## src/rtl/tdc_channel.sv

```systemverilog
// tdc_channel: carry-chain TDC channel. The hit input feeds a NUM-tap CARRY4 delay line.
//   The taps pass through two capture ranks and are thermometer-decoded into one
//   event word (fine code, coarse timestamp, edge polarity).
// Latency: a hit captured by rank 1 at edge N gives out_valid=1 after edge N+2.
// Backpressure: valid/ready output. The word holds while stalled; an event that
//   arrives during a stall is dropped and sets the sticky overflow flag.
// Ports: clk/rst (sync, active-high); hit (async, chain CYINIT); enable and edge_mode
//   (00 off, 01 rising, 10 falling, 11 both); out_ready; clr_overflow;
//   out_valid/out_fine/out_coarse/out_rising (event word); overflow (sticky drop flag);
//   outTaps (rank-2 tap word, for debug).
module tdc_channel #(
  parameter  int NUM      = 64,
  parameter  int COARSE_W = 16,
  localparam int FW       = $clog2(NUM + 1)
) (
  input  logic                clk,
  input  logic                rst,
  input  logic                hit,
  input  logic                enable,
  input  logic [1:0]          edge_mode,
  input  logic                out_ready,
  input  logic                clr_overflow,
  output logic                out_valid,
  output logic [FW-1:0]       out_fine,
  output logic [COARSE_W-1:0] out_coarse,
  output logic                out_rising,
  output logic                overflow,
  output logic [NUM-1:0]      outTaps
);

  if ((NUM % 4) != 0 || NUM < 8) begin : g_bad_num
    $error("tdc_channel: NUM must be a multiple of 4 and at least 8");
  end

  // ---------------------------------------------------------------------------
  // Delay line and the two capture ranks
  // ---------------------------------------------------------------------------
`ifdef TDC_USE_UNISIM
  wire [NUM-1:0] chain_co;
  wire [NUM-1:0] r1_q;
  wire [NUM-1:0] r2_q;

  for (genvar s = 0; s < NUM / 4; s++) begin : g_chain
    if (s == 0) begin : g_first
      (* DONT_TOUCH = "TRUE" *)
      CARRY4 u_carry4 (
        .CO(chain_co[3:0]), .O(), .CI(1'b0), .CYINIT(hit),
        .DI(4'b0000), .S(4'b1111)
      );
    end else begin : g_next
      (* DONT_TOUCH = "TRUE" *)
      CARRY4 u_carry4 (
        .CO(chain_co[4*s+3:4*s]), .O(), .CI(chain_co[4*s-1]), .CYINIT(1'b0),
        .DI(4'b0000), .S(4'b1111)
      );
    end
  end

  for (genvar i = 0; i < NUM; i++) begin : g_rank
    (* DONT_TOUCH = "TRUE" *)
    FDRE #(.INIT(1'b0)) u_r1 (.Q(r1_q[i]), .C(clk), .CE(1'b1), .R(rst), .D(chain_co[i]));
    (* DONT_TOUCH = "TRUE" *)
    FDRE #(.INIT(1'b0)) u_r2 (.Q(r2_q[i]), .C(clk), .CE(1'b1), .R(rst), .D(r1_q[i]));
  end
`else
  // Behavioural equivalent of the CARRY4 cascade. The carry enters at CYINIT of
  // stage 0 (CI=0) and then ripples through the CI of each later stage. With S=1111
  // every bit propagates, so DI is never selected.
  localparam logic [3:0] S_BITS  = 4'b1111;
  localparam logic [3:0] DI_BITS = 4'b0000;

  logic [NUM-1:0] chain_co;
  (* DONT_TOUCH = "TRUE" *) logic [NUM-1:0] r1_q;
  (* DONT_TOUCH = "TRUE" *) logic [NUM-1:0] r2_q;

  always_comb begin : p_chain
    logic carry;
    chain_co = '0;
    carry    = hit;
    for (int i = 0; i < NUM; i++) begin
      carry       = S_BITS[2'(i)] ? carry : DI_BITS[2'(i)];
      chain_co[i] = carry;
    end
  end

  always_ff @(posedge clk) begin
    if (rst) begin
      r1_q <= '0;
      r2_q <= '0;
    end else begin
      r1_q <= chain_co;
      r2_q <= r1_q;
    end
  end
`endif

  // ---------------------------------------------------------------------------
  // Coarse counter; the count travels down the pipe alongside the tap ranks
  // ---------------------------------------------------------------------------
  logic [COARSE_W-1:0] cnt_q, c1_q, c2_q;
  // Edge detection needs only tap 0 of the previous rank-2 word.
  logic                t2p0_q;

  always_ff @(posedge clk) begin
    if (rst) begin
      cnt_q  <= '0;
      c1_q   <= '0;
      c2_q   <= '0;
      t2p0_q <= 1'b0;
    end else begin
      cnt_q  <= cnt_q + COARSE_W'(1);
      c1_q   <= cnt_q;
      c2_q   <= c1_q;
      t2p0_q <= r2_q[0];
    end
  end

  // ---------------------------------------------------------------------------
  // Event detection and fine decode
  // ---------------------------------------------------------------------------
  logic          rise_evt, fall_evt, evt;
  logic [FW-1:0] pop;
  logic [FW-1:0] fine_evt;

  assign rise_evt = enable & edge_mode[0] &  r2_q[0] & ~t2p0_q;
  assign fall_evt = enable & edge_mode[1] & ~r2_q[0] &  t2p0_q;
  assign evt      = rise_evt | fall_evt;

  // Popcount instead of a first-zero search, so bubbles in the thermometer
  // code do not disturb the result.
  always_comb begin
    pop = '0;
    for (int i = 0; i < NUM; i++) begin
      pop = pop + FW'(r2_q[i]);
    end
  end

  assign fine_evt = rise_evt ? pop : (FW'(NUM) - pop);

  // ---------------------------------------------------------------------------
  // Output register with valid/ready and sticky overflow
  // ---------------------------------------------------------------------------
  logic                vld_q, vld_d;
  logic [FW-1:0]       fine_q, fine_d;
  logic [COARSE_W-1:0] coarse_q, coarse_d;
  logic                rise_q, rise_d;
  logic                ovf_q, ovf_d;
  logic                xfer, load, drop;

  assign xfer = vld_q & out_ready;
  assign load = evt & (~vld_q | out_ready);
  assign drop = evt & vld_q & ~out_ready;

  always_comb begin
    vld_d    = vld_q;
    fine_d   = fine_q;
    coarse_d = coarse_q;
    rise_d   = rise_q;
    ovf_d    = ovf_q;
    if (xfer) begin
      vld_d = 1'b0;
    end
    if (load) begin
      vld_d    = 1'b1;
      fine_d   = fine_evt;
      coarse_d = c2_q;
      rise_d   = rise_evt;
    end
    // A drop in the same cycle as a clear leaves the flag set.
    if (clr_overflow) begin
      ovf_d = 1'b0;
    end
    if (drop) begin
      ovf_d = 1'b1;
    end
  end

  always_ff @(posedge clk) begin
    if (rst) begin
      vld_q    <= 1'b0;
      fine_q   <= '0;
      coarse_q <= '0;
      rise_q   <= 1'b0;
      ovf_q    <= 1'b0;
    end else begin
      vld_q    <= vld_d;
      fine_q   <= fine_d;
      coarse_q <= coarse_d;
      rise_q   <= rise_d;
      ovf_q    <= ovf_d;
    end
  end

  assign out_valid  = vld_q;
  assign out_fine   = fine_q;
  assign out_coarse = coarse_q;
  assign out_rising = rise_q;
  assign overflow   = ovf_q;
  assign outTaps    = r2_q;

endmodule

```

## config.mk

```make
export PLATFORM = sky130hd
export DESIGN_NAME = tdc_channel
export DESIGN_NICKNAME = d
export VERILOG_FILES = /design/src/rtl/tdc_channel.sv
export SDC_FILE = /design/constraint.sdc
export NUM_CORES = 1
export LEC_CHECK = 0
export CORE_MARGIN = 2
export CORE_UTILIZATION = 30
export DETAILED_ROUTE_END_ITERATION = 8
export SLEW_MARGIN = 20
export SYNTH_ARGS = -nofsm -noshare
export SYNTH_HDL_FRONTEND = slang
export SYNTH_SLANG_ARGS = --single-unit
export TNS_END_PERCENT = 10
```

## constraint.sdc

```tcl
create_clock -name clk -period 1.3 [get_ports clk]
set_input_delay 0.26 -clock clk [delete_from_list [all_inputs] [get_ports clk]]
set_output_delay 0.26 -clock clk [all_outputs]
set_load 0.01 [all_outputs]
```

=== After elaboration in Yosys (flattened, before gate mapping) ===
Index checks and enable logic that the tools add are counted.

* $add $sub $neg: 3
* Mux-type cells: 5
* Bitwise logic cells: 16
* Reductions and logical operators: 2

{| class="wikitable"
|+ Operators with widths
! cell !! number
|-
| $add A16 B1 Y16 const B || 1
|-
| $and A1 B1 Y1 || 10
|-
| $mux W7 || 1
|-
| $sub A7 B2 Y7 const A || 1
|-
| $mux W1 || 4
|-
| $not A1 Y1 || 4
|-
| $reduce_bool A2 Y1 || 2
|-
| $add A1 B1 Y2 || 1
|-
| $or A1 B1 Y1 || 2
|}

* Input port bits: 8
* Flip-flop bits (word level): 77
* Logic and storage cells: 37

=== Longest topological paths before layout ===
Gate-level depths: netlist of the first run.

* Depth after elaboration: 7
* Mapped depth: 5
* Depth with buffers taken out: 5

=== Worst setup path before layout of the first run ===
OpenSTA, ideal clock, no wires.

* Path kind: register -> register
* Start: register cnt_q[2]
* End: register cnt_q[15]
* Slack: -0.004 ns
* Data arrival time: 1.183 ns
* Data required time: 1.179 ns
* Path buffers: 1
* Stages on the path, launching flop included: 6
* Setup time: 0.121 ns
* Cell sequence: dfxtp_1 -> clkbuf_2 -> nand4_4 -> nor2_1 -> nand3_1 -> mux2_4

* Longest elaborated chain between the ends: 1

{| class="wikitable"
|+ Ends and longest elaborated chain
! what !! RTL line !! text
|-
| from (decl) || 100 || <nowiki>logic [COARSE_W-1:0] cnt_q, c1_q, c2_q;</nowiki>
|-
| from (signal assigned) || 111 || <nowiki>cnt_q <= cnt_q + COARSE_W'(1);</nowiki>
|-
| $add A16 B1 Y16 || 111 ||
|}

Every way passes these cells.
A chain may end at the register's enable or synchronous reset.

=== Final worst setup path of the first run ===
* Start: register cnt_q[6]
* End: register cnt_q[15]

Same word-level chain as after synthesis.

==> impl_results.md, run 1 <==
- Pwr per Cell Area: 1200 nW/um2
- Drt drc: 0
- F_max: 770 MHz
- Initial antenna violation count: 0
- Worst hold start: rst
- Gr ovfl total: 0
- Largest net degree at the start of global routing: 55
- Placed cell area: 3270 um2
- Top cell type's share of synthesized area: 0.497
- Synth area leaders: dfxtp_1, buf_4, nor2b_1, mux2i_1, nor2_1
- Placement row count: 36
- First-pass DRT Iterations: 4
- CP max stage cell: dfxtp_2
- Vias/cell: 3.67
- WP data required: 1.52 ns
- Vias: 1753
- Count of unique library cells instantiated by Yosys: 29
- Global-route wire length before repair: 6.74 mm
- Crit path max fanout: 8
- Initial drt markers: 43
- Synthesized area per cell: 9.96 um2
- Post-Route WL: 4.10 mm
- Layout cells sized above 1: 0.159
- CP Launch Type: flip-flop
- Fin crit share: 0.999
- Final Skew: 0.00235 ns
- Critical Path Start: cnt_q[6]
- Worst EP arrival: 1.51 ns
- Min Clock Period, post-route: 1.30 ns
- RR Startpoint: cnt_q[6]
- Crit end category: flip-flop
- Max-Cap Viols: 0
- Vias in the first global route: 1566
- RSZ-0062 raised after global routing: yes
- Setup violators final: 0
- # clock sinks: 73
- FF-to-FF path depth: 4
- WL per Instance: 8.58 um
- Final #Nets: 350
- Antenna cells: 0
- Post-route cell area: 3480 um2
- Run status: complete, no violations
- Routability Congestion: 0.788
- Clock latency on the worst-skew pair: 0.33 ns
- Seq/Total Area, Yosys: 0.497
- CORE AREA: 9640 um2
- R2R Path End: cnt_q[15]
- IO buf count: 34
- Highest cell delay on the worst timing path: 0.36 ns
- Cell taking the most area after synthesis: dfxtp_1
- Fin. Hold Viols: 0
- Die W: 103 um
- Io pins: 98
- CTS tree: yes
- Clock buffer depth: 2
- Hold buffers post-CTS: 0
- Mapped Cells: 295
- Total GRT Usage: 0.0824
- Post-CTS setup buffers: 0
- WS Path Type: reg2reg
- Register bit total from synthesis: 73
- CTS H-tree depth: 3
- HPWL after detailed placement: 2.82 mm
- Die height: 103 um
- Slew Limit Fails: 0
- Maximum VDD drop: 0.385 mV
- Pleak: 1.53 nW
- Critical path cell sequence: nand4_4 > nor2_2 > nand3_1 > mux2_4
- Mapped cell area: 2940 um2
- Area growth from synthesis to layout: 18.5%
- CTS buffer count: 9
- Final setup margin: 0.00153 ns
- Syn. warnings: 0
- Critical Path End: cnt_q[15]
- Initial core utilization: 0.305
- Hold Crit Class: in2reg
- Antenna Nets Post-Route: 0
- Reg2Reg Setup Slack: 0.002 ns
- Place WS: -0.383 ns
- Clock root buffer: clkbuf_8
- CTS clk-pin slew, worst paths: 0.07 ns
- Util after Layout: 0.361
- Die ar.: 10600 um2
- Setup TNS: 0 ns
[flip-flops by register name, indices dropped and copies added (netlist names)]
| name | count |
|---|---|
| out_rising | 1 |
| out_fine | 3 |
| out_coarse | 16 |
| outTaps | 1 |
| out_valid | 1 |
| cnt_q | 16 |
| overflow | 1 |
| c1_q | 16 |
| r1_q | 1 |
| c2_q | 16 |
| t2p0_q | 1 |
[placed cells by master, fill, tap and decap left out, types with 3 or more instances in the layout]
master,instances
dfxtp_2,8
dlygate4sd2_1,24
xnor2_1,9
clkdlybuf4s50_1,5
nor2b_1,36
conb_1,63
nor3_1,3
clkbuf_8,11
mux2i_1,16
nand2_1,5
nand3_1,6
dfxtp_1,64
a21oi_1,5
buf_4,16
nor2_1,36
[power by group]
part | leakage (nW) | switching, mW | total (mW) | internal [mW]
logic | 0.835 | 0.149 | 0.216 | 0.0671
registers | 0.594 | 0.0135 | 2.27 | 2.26
clock network | 0.102 | 0.735 | 1.71 | 0.975
[cell type report]
| type | instances | area [um2] |
|---|---|---|
| Sequential cell | 73 | 1480 |
| Timing Repair Buffer | 52 | 455 |
| Tap cell | 133 | 166 |
| Clock buffer | 12 | 155 |
| Inverter | 2 | 7.51 |
| Multi-Input combinational cell | 203 | 1180 |
| Fill cell | 1009 | 6160 |
| Clock inverter | 3 | 40.0 |
[worst max-delay path: cells and delay by family (launching register included)]
| kind | cells | cell delay (ns) |
|---|---|---|
| multiplexers | 1 | 0.31 |
| AND/OR/NAND/NOR | 3 | 0.52 |
| flip-flops | 1 | 0.36 |
[cells in the mapped netlist]
cell / number
nor3b_1: 1
conb_1: 1
xnor2_1: 9
nand4_2: 1
or3_1: 2
dfxtp_1: 73
mux2_4: 1
mux2i_1: 16
a21oi_1: 5
nand4b_1: 2
ha_1: 1
nand4_4: 1
nor2b_1: 36
nor3_1: 4
xor2_1: 2
nand3_1: 7
clkbuf_2: 1
nand2b_1: 2
a21oi_2: 1
buf_4: 68
o21ai_0: 2
nand2_1: 6
clkbuf_1: 4
buf_1: 4
nor4_2: 3
a211oi_1: 1
buf_6: 2
nor2_1: 37
inv_1: 2
[layer usage]
metal / global-route usage / routed length (um) / vias to the layer above
li1: - / - / 898
met1: 0.0869 / 1680 / 802
met2: 0.142 / 2140 / 48
met3: 0.0285 / 214 / 5
met4: 0.0486 / 69 / 0
met5: 0 / 0 / -
[per-stage QoR]
| step | std cells | hold WS (ns) | total power [mW] |
|---|---|---|---|
| 6_report | 478 | 0.187 | 4.20 |
| 4_1_cts | 478 | 0.177 | 4.27 |
| 2_1_floorplan | 357 | 0.388 | 2.62 |
| 3_3_place_gp | 463 | 0.416 | 2.54 |
| 5_1_grt | 478 | 0.172 | 4.40 |
| 3_5_place_dp | 463 | 0.420 | 2.54 |
[cell families (layout without fill, tap and decap cells)]
family	count (synthesis)	count (layout)	share of synthesized area
DFF	73	73	0.497
buffers and inverters	81	69	0.196
and+or+nand+nor	102	102	0.192
AOI/OAI and AO/OA	9	9	0.0175
adders and majority gates	1	1	0.00426
muxes	17	17	0.0596
xor gates and xnor gates	11	11	0.0328
other	1	63	0.00128
[worst min path at each step]
stage                     endpoint  slack [ns]  cells after the start
after floorplan            r1_q[0]        0.39                      1
after global placement     c2_q[4]        0.42                      1
after detailed placement   c2_q[8]        0.42                      1
after CTS                 c1_q[15]        0.18                      2
after global routing      c1_q[15]        0.17                      2
final                     c1_q[15]        0.19                      2
[what timing repair did]
item,CTS,global route
pin swaps,1,3
endpoints found under the setup margin,40,35
resized for setup,32,19
Power figures use the tool's default switching activity.
==> run 2: changes to the inputs <==
--- a/config.mk
+++ b/config.mk
@@ -5,9 +5,11 @@
 export SDC_FILE = /design/constraint.sdc
 export NUM_CORES = 1
 export LEC_CHECK = 0
+export CAP_MARGIN = 40
 export CORE_MARGIN = 2
 export CORE_UTILIZATION = 30
 export DETAILED_ROUTE_END_ITERATION = 8
+export PLACE_DENSITY = 0.59
 export SLEW_MARGIN = 20
 export SYNTH_ARGS = -nofsm -noshare
 export SYNTH_HDL_FRONTEND = slang
==> run 2 against run 1 <==
The run now ends with setup timing left. Highest routed layer unchanged. Total power grew 0.64%. Sequential share of layout area grew 0.34 points. Largest cell class unchanged. Clock-buffer cell count rose by 1. Register-to-register slack got worse by 0.06 ns. Clock power is 2% higher. Worst setup slack got worse by 0.080 ns.
==> impl_results.md, run 2 (synthesis results as in run 1) <==
- Run status: finished with violations
- Failing checks: setup timing
- Min Clock Period, post-route: 1.38 ns (+0.0800 ns)
- Worst EP arrival: 1.60 ns (+0.09 ns)
- CORE AREA: 9640 um2 (unchanged)
- Post-CTS setup buffers: 0 (unchanged)
- F_max: 725 MHz (-5.8%)
- CP max stage cell: clkdlybuf4s50_1
- Highest cell delay on the worst timing path: 0.49 ns (+0.13 ns)
- Final Skew: 0.00690 ns (+0.00454 ns)
- Clock root buffer: clkbuf_8
- # clock sinks: 73 (unchanged)
- Clock buffer depth: 2 (unchanged)
- Pwr per Cell Area: 1230 nW/um2 (+1.7%)
- Most common cell after layout, fill and taps aside: dfxtp_1
- Vias in the first global route: 1547 (-1.2%)
- Pleak: 1.47 nW (-3.7%)
- Crit path max fanout: 22 (+14)
- Clock latency on the worst-skew pair: 0.33 ns (about the same)
- Initial core utilization: 0.305 (unchanged)
- Global-route wire length before repair: 6.71 mm (-0.52%)
- Area growth from synthesis to layout: 17.3%
- Crit end category: flip-flop
- Io pins: 98 (unchanged)
- Final setup margin: -0.0784 ns (-0.0800 ns)
- WP data required: 1.52 ns (about the same)
- Fin crit share: 1.06 (+0.0615)
- Commonest non-fill, non-tap cells in the layout: dfxtp_1, conb_1, nor2b_1, nor2_1, dlygate4sd2_1
- RSZ-0062 raised after global routing: yes
- Slew Limit Fails: 0 (unchanged)
- Placement row count: 36 (unchanged)
- Total chip power: 4.22 mW (+0.64%)
- First-pass DRT Iterations: 4 (unchanged)
- IO buf count: 34 (unchanged)
- WS Path Type: in2reg
- Drt drc: 0 (unchanged)
- Post-Route WL: 4.24 mm (+3.3%)
- Gr ovfl total: 0 (unchanged)
- Placed cell area: 3260 um2 (-0.23%)
- CTS tree: yes
- Layout cells sized above 1: 0.157 (-0.00244)
- CTS H-tree depth: 3 (unchanged)
- Die ar.: 10600 um2 (unchanged)
- Vias/cell: 3.69 (+0.61%)
- Setup violators final: 17 (+17)
- Hold buffers post-CTS: 0 (unchanged)
- Non-filler cells in the finished layout: 477 (-0.21%)
- Post-route cell area: 3450 um2 (-1.0%)
- Antenna cells: 0 (unchanged)
- Vias: 1760 (+0.40%)
- WL per Instance: 8.88 um (+3.5%)
- Routability Congestion: 0.758 (-3.8%)
- Largest net degree at the start of global routing: 47 (-15%)
- CTS buffer count: 9 (unchanged)
- Antenna Nets Post-Route: 0 (unchanged)
- Maximum VDD drop: 0.407 mV (+5.6%)
- HPWL after detailed placement: 2.90 mm (+3.1%)
- Util after Layout: 0.358 (-0.00377)
- CP Launch Type: primary input
- Die height: 103 um (unchanged)
- Initial antenna violation count: 0 (unchanged)
- Hold Crit Class: in2reg
- CTS clk-pin slew, worst paths: 0.07 ns (about the same)
- Initial drt markers: 89 (+110%)
- Critical path cell sequence: clkdlybuf4s50_1 > nand4b_1 > a21oi_2 > buf_12 > mux2i_1 > nor2_1
- Max-Cap Viols: 0 (unchanged)
- Die W: 103 um (unchanged)
- Post-placement cell count: 462 (-0.22%)
- Final #Nets: 349 (-0.29%)
- Fin. Hold Viols: 0 (unchanged)
- Total GRT Usage: 0.0827 (+0.000294)
-- run 2: cell types whose count changed in the layout (fill, tap and decap cells not counted), sizes merged --
cell           delta
clkdlybuf4s50     +1
dlygate4sd2       -1
clkinvlp          +1
clkinv            -2
-- run 2: power breakdown --
part | switching (mW) | total, mW | internal, mW
Sequential | 0.0129 | 2.27 | 2.26
Clock | 0.763 | 1.75 | 0.983
Combinational | 0.146 | 0.207 | 0.0609
-- run 2: final cells by class --
type | instances | area (um2)
Clock buffer | 13 | 159
Clock inverter | 2 | 37.5
Fill cell | 1007 | 6190
Inverter | 2 | 7.51
Multi-Input combinational cell | 203 | 1150
Sequential cell | 73 | 1470
Tap cell | 133 | 166
Timing Repair Buffer | 51 | 450
-- run 2: repair_timing --
action / CTS / global route
hold endpoints to repair: 0 / 0
pin swaps: 1 / 3
resized for setup: 35 / 12
setup endpoints to repair: 49 / 32
-- run 2: worst paths after layout --
check / startpoint / end / slack (ns) / cells past startpoint
worst max-delay path: enable / out_coarse[8] / -0.08 / 6
worst min-delay path: rst / c1_q[15] / 0.17 / 2
worst max register to register: outTaps[0] / out_coarse[8] / -0.06 / 5
worst min register to register: c1_q[6] / c2_q[6] / 0.44 / 1
-- run 2: critical path, delay by kind of cell --
family / cells / cell delay [ns]
AOI/OAI and AO/OA: 1 / 0.22
buffers and inverters: 2 / 0.69
muxes: 1 / 0.23
and+or+nand+nor: 2 / 0.19
-- run 2: metrics by stage --
stage | hold WS, ns | setup TNS [ns] | setup WS (ns)
2_1_floorplan | 0.388 | 0 | 0.0160
3_3_place_gp | 0.416 | -6.61 | -0.352
5_1_grt | 0.162 | -2.06 | -0.142
6_report | 0.173 | -0.775 | -0.0784
4_1_cts | 0.159 | -0.688 | -0.0644
3_5_place_dp | 0.424 | -7.78 | -0.420
-- run 2: per-layer routing --
metal	track usage	wire (um)
met5	0	0
met4	0.0547	61
met3	0.0305	209
met2	0.136	2160
met1	0.0891	1810
